===== src/rtl/dmem_arbiter.sv =====
// Data-memory arbiter between the MEM-stage CPU port and a DMA/loader port.
// Inserts WAIT_STATES extra cycles per access and stalls the CPU until its own access ends.
module dmem_arbiter #(
    parameter int unsigned WAIT_STATES = 1,
    parameter int unsigned STARVE_MAX  = 4
) (
    input  logic        clk,
    input  logic        rst_n,
    input  logic        cpu_rd,
    input  logic        cpu_wr,
    input  logic [31:0] cpu_addr,
    input  logic [31:0] cpu_wdata,
    output logic [31:0] cpu_rdata,
    output logic        cpu_stall,
    input  logic        dma_req,
    input  logic        dma_we,
    input  logic [31:0] dma_addr,
    input  logic [31:0] dma_wdata,
    output logic        dma_done,
    output logic [31:0] dma_rdata,
    output logic        mem_read,
    output logic        mem_write,
    output logic [31:0] mem_addr,
    output logic [31:0] mem_wdata,
    input  logic [31:0] mem_rdata
);

    typedef enum logic {ST_IDLE, ST_BUSY} state_t;
    typedef enum logic [1:0] {OWN_NONE, OWN_CPU, OWN_DMA} owner_t;

    localparam logic [3:0] WS_C = 4'(WAIT_STATES);
    localparam logic [3:0] SM_C = 4'(STARVE_MAX);

    state_t      state_r, state_s;
    owner_t      owner_r, owner_s, cur_owner_s;
    logic [3:0]  cnt_r, cnt_s, cur_cnt_s;
    logic [3:0]  starve_r, starve_s;
    logic        cpu_req_s, final_s, active_s, we_s;
    logic [31:0] addr_s, wdata_s;

    // Arbitration, access sequencing and next-state computation.
    always_comb begin
        cpu_req_s   = cpu_rd | cpu_wr;
        cur_owner_s = OWN_NONE;
        cur_cnt_s   = 4'd0;
        we_s        = 1'b0;
        addr_s      = 32'd0;
        wdata_s     = 32'd0;
        active_s    = 1'b0;
        state_s     = state_r;
        owner_s     = owner_r;
        cnt_s       = cnt_r;
        starve_s    = starve_r;

        if (state_r == ST_IDLE) begin
            cur_cnt_s = 4'd0;
            if (dma_req && (!cpu_req_s || (starve_r == SM_C))) begin
                cur_owner_s = OWN_DMA;
            end else if (cpu_req_s) begin
                cur_owner_s = OWN_CPU;
            end else begin
                cur_owner_s = OWN_NONE;
            end
        end else begin
            cur_cnt_s   = cnt_r;
            cur_owner_s = owner_r;
        end

        // Simultaneous rd and wr is illegal; cpu_wr alone decides direction so it acts as a write.
        case (cur_owner_s)
            OWN_CPU: begin
                active_s = 1'b1;
                we_s     = cpu_wr;
                addr_s   = cpu_addr;
                wdata_s  = cpu_wdata;
            end
            OWN_DMA: begin
                active_s = 1'b1;
                we_s     = dma_we;
                addr_s   = dma_addr;
                wdata_s  = dma_wdata;
            end
            default: begin
                active_s = 1'b0;
                we_s     = 1'b0;
                addr_s   = 32'd0;
                wdata_s  = 32'd0;
            end
        endcase

        final_s = active_s && (cur_cnt_s == WS_C);

        if (!active_s) begin
            state_s = ST_IDLE;
            owner_s = OWN_NONE;
            cnt_s   = 4'd0;
        end else if (final_s) begin
            state_s = ST_IDLE;
            owner_s = OWN_NONE;
            cnt_s   = 4'd0;
        end else begin
            state_s = ST_BUSY;
            owner_s = cur_owner_s;
            cnt_s   = cur_cnt_s + 4'd1;
        end

        if ((state_r == ST_IDLE) && dma_req && (cur_owner_s == OWN_CPU) && (starve_r != SM_C)) begin
            starve_s = starve_r + 4'd1;
        end else if ((cur_owner_s == OWN_DMA) && final_s) begin
            starve_s = 4'd0;
        end else begin
            starve_s = starve_r;
        end
    end

    // State, owner, wait counter and starvation counter registers.
    always_ff @(posedge clk or negedge rst_n) begin
        if (!rst_n) begin
            state_r  <= ST_IDLE;
            owner_r  <= OWN_NONE;
            cnt_r    <= 4'd0;
            starve_r <= 4'd0;
        end else begin
            state_r  <= state_s;
            owner_r  <= owner_s;
            cnt_r    <= cnt_s;
            starve_r <= starve_s;
        end
    end

    // Outputs are combinational and forced low while reset is held, so an aborted write never pulses.
    assign mem_read  = rst_n & active_s & ~we_s;
    assign mem_write = rst_n & active_s & we_s & final_s;
    assign mem_addr  = rst_n ? addr_s : 32'd0;
    assign mem_wdata = rst_n ? wdata_s : 32'd0;
    assign cpu_stall = rst_n & cpu_req_s & ~((cur_owner_s == OWN_CPU) & final_s);
    assign cpu_rdata = (rst_n && (cur_owner_s == OWN_CPU)) ? mem_rdata : 32'd0;
    assign dma_done  = rst_n & (cur_owner_s == OWN_DMA) & final_s;
    assign dma_rdata = (rst_n && (cur_owner_s == OWN_DMA) && final_s) ? mem_rdata : 32'd0;

endmodule


===== config.mk =====
export PLATFORM = sky130hd
export DESIGN_NAME = dmem_arbiter
export DESIGN_NICKNAME = d
export VERILOG_FILES = /design/src/rtl/dmem_arbiter.sv
export SDC_FILE = /design/constraint.sdc
export NUM_CORES = 1
export LEC_CHECK = 0
export ABC_AREA = 1
export ABC_CLOCK_PERIOD_IN_PS = 2700
export BUFFER_PORTS_ARGS = -buffer_cell sky130_fd_sc_hd__buf_4
export CORE_AREA = 2 2 115 117
export DETAILED_ROUTE_END_ITERATION = 7
export DIE_AREA = 0 0 117 119
export PLACE_DENSITY_LB_ADDON = 0.15
export SYNTH_ARGS = -nofsm -noshare
export SYNTH_HDL_FRONTEND = slang
export SYNTH_SLANG_ARGS = --single-unit

===== constraint.sdc =====
create_clock -name clk -period 2.7 [get_ports clk]
set_input_delay 0.54 -clock clk [delete_from_list [all_inputs] [get_ports clk]]
set_output_delay 0.54 -clock clk [all_outputs]
set_load 0.01 [all_outputs]

==> metrics.md <==
| Metric | Value |
|---|---|
| M1 WL | 5.367 mm |
| Synth top area cells | nand2_1 27%, a21oi_1 16%, dfrtp_1 14% |
| Syn Inst Count | 400 |
| Startpoint class of the critical path | register |
| Yosys cell types | 23 |
| # clock sinks | 11 |
| # H-tree levels | 1 |
| Most common cell after layout, fill and taps aside | buf_4 |
| Die area | 0.01392 mm2 |
| TNS Setup | -1.003 ns |
| Hold WS | 0.1969 ns |
| DRC violations left | 0 |
| Post-DR wirelength/cell | 15.12 um |
| Final period utilization | 101.7% |
| Highest metal used | met4 |
| Initial Utilization | 15.75% |
| Most frequent cells in the layout | 306 x buf_4, 131 x nand2_1, 56 x nor2_1, 54 x a21oi_2, 42 x inv_1 |
| First-pass GRT wire length | 18.12 mm |
| Vias per cell | 4.251 |
| Worst path cell trace | inv_2 -> ha_4 -> nand3_4 -> o21bai_1 -> nand2_1 -> nand2_2 -> inv_1 -> ha_4 -> buf_4 -> a22o_1 -> and3_1 -> buf_4 |
| Die width | 117 um |
| TritonCTS Buffers | 3 |
| GRT Residual Overflow | 0 |
| Total Routing Usage GR | 16.45% |
| Placement Cell Area | 0.004548 mm2 |
| Setup Skew | 0.0008957 ns |
| Critical Path AT | 2.21 ns |
| Top delay family on crit path | buffers and inverters |
| Ant. Diodes | 0 |
| Outcome | complete, but fails checks |
| Via count | 3,775 |
| DR WL met3 | 773 um |
| Synth warnings | 0 |
| Total wire length | 13.43 mm |
| Seq/Total Area, Yosys | 13.57% |
| Peak VDD IR | 0.0004855 V |
| HPWL Detailed | 9.111 mm |
| Ratio of total power to cell area | 933.5 mW/mm2 |
| Worst r2r src | starve_r[0] |
| Worst-Margin Slew | 0.3204 ns |
| Gpl congestion | 0.8918 |
| Initial antenna violation count | 0 |
| Core Box Area | 0.01287 mm2 |
| Die height | 119 um |
| Cell taking the most area after synthesis | nand2_1 |
| Met2 WL | 7.030 mm |
| Synthesized area per cell | 5.070 um2 |
| Crit Path Category | reg2out |
| Slowest CP cell | dfrtp_1 |
| Worst-path fanout max | 6 |
| Clk Latency, worst-skew pair | 0.24 ns |
| Hold buffer count at CTS | 0 |
| Share of Yosys cell area claimed by the top area cell type | 27.39% |
| DRT Pass-1 Iters | 4 |
| Max incr delay on CP | 0.39 ns |
| WP buf/inv | 4 |
| Final max-slew violation count | 0 |
| Worst hold path type | in2async |
| IO buf count | 297 |
| Layout cell share with drive strength beyond 1 | 62.78% |
| Largest net degree at the start of global routing | 42 |
| CTS tree | built |
| CTS root buf | clkbuf_16 |
| Clk slew on worst S/H paths | 0.04 ns |
| Number of global-route vias before repair | 3,431 |
| Design area | 0.005443 mm2 |
| Worst EP required | 2.16 ns |
| Netlist Area Pre-Place | 0.002028 mm2 |
| Final Worst Setup Slack | -0.04580 ns |
| Crit path capture type | output port |
| Filler Cells Inserted | 1,352 |
| #FFs+latches synth | 11 |
| Post-route ant nets | 0 |
| Crit path from | starve_r[0] |
| Max Cap Violations | 0 |
| Setup Viol. Count Final | 66 |
| Pleak | 2.808 nW |
| Top-Level Pins | 298 |
| P&R area growth vs syn | 168.4% |
| Slew Limit Headroom | 78.64% |
| Violated checks | negative setup slack |
| Clock Tree Buf Depth | 2 |
| 1st-iter DRT viols | 172 |
| Rows | 42 |
| Fin. Hold Viols | 0 |
| Max Clock Freq | 364.2 MHz |
| Setup repair after global routing missed its margin | yes |
| Setup slack, reg-to-reg | 0.67 ns |
| Min Tclk post-route | 2.746 ns |
| Net Count, Synth | 572 |
| NumNets Final | 885 |
[per-stage QoR]
| step | total power, mW | setup slack (ns) | utilization, % | cells |
|---|---|---|---|---|
| detailed placement | 3.235 | 0.002357 | 35.33 | 864 |
| floorplan | 1.789 | 0.1589 | - | 400 |
| finish | 5.081 | -0.04580 | 42.27 | 888 |
| CTS | 4.209 | -0.02743 | 38.25 | 875 |
| global route | 5.444 | -0.1500 | 42.27 | 888 |
| global placement | 3.212 | -0.02555 | 35.33 | 864 |
[synth_stat cells, drive strengths merged]
cell,instances
a21oi,65
a22o,1
and3,1
buf,22
clkbuf,5
dfrtp,11
ha,6
inv,46
nand2,150
nand3,10
nand4,1
nor2,74
o21ai,1
o21bai,1
or2,2
xnor2,1
xor2,3
[kinds of logic (layout without fill, tap and decap cells)]
kind of cell / count (synthesis) / in the layout / synth area share, %
AOI/OAI and AO/OA: 68 / 68 / 17.09
xor gates and xnor gates: 4 / 4 / 1.728
adders and majority gates: 6 / 6 / 3.701
buffers and inverters: 73 / 384 / 15.79
DFF: 11 / 11 / 13.57
and+or+nand+nor: 238 / 239 / 48.12
[report_power, final]
part | total, mW | internal, mW | switching, mW
logic | 4.55 | 2.16 | 2.38
registers | 0.257 | 0.226 | 0.0313
clock network | 0.276 | 0.199 | 0.0772
[final timing paths]
check                                   end  depth (start not counted)
worst min-delay path            starve_r[2]                          1
worst max register to register  starve_r[0]                         12
max in group asynchronous          cnt_r[2]                          1
worst max-delay path              mem_write                         12
min in group clk                starve_r[3]                          2
worst min register to register  starve_r[3]                          2
[flip-flops by register name, indices dropped and copies added (netlist names)]
signal    cells
state_r       1
owner_r       2
cnt_r         4
starve_r      4
[layer usage]
metal	global-route usage, %	vias up
met2	31.14	136
met3	1.781	20
met5	0	-
met1	19.33	1766
li1	-	1853
met4	4.044	0
[worst reg2reg max path, delay by kind of cell (launching register included)]
kind                       cells  cell delay (ns)
AOI/OAI and AO/OA              1             0.17
adders and majority gates      2             0.39
DFF                            1             0.39
and+or+nand+nor                6             0.70
buffers and inverters          3             0.28
[final cells by class]
cell class | instances | area [um2] | area share, %
clock buffers | 4 | 78.83 | 1.448
multi-input cells | 317 | 1847 | 33.93
repair buffers | 334 | 2841 | 52.21
inverters | 46 | 180.2 | 3.310
well taps | 176 | 220.2 | 4.046
flip-flops and latches | 11 | 275.3 | 5.057
[what timing repair did]
action	4_1_cts	5_1_grt
gates resized for setup	39	85
endpoints found under the setup margin	131	131
pin swaps	2	2
buffers inserted	2	6
gates cloned	5	7
hold endpoints to repair	0	0
No activity file was read; power rests on OpenSTA's default activity.
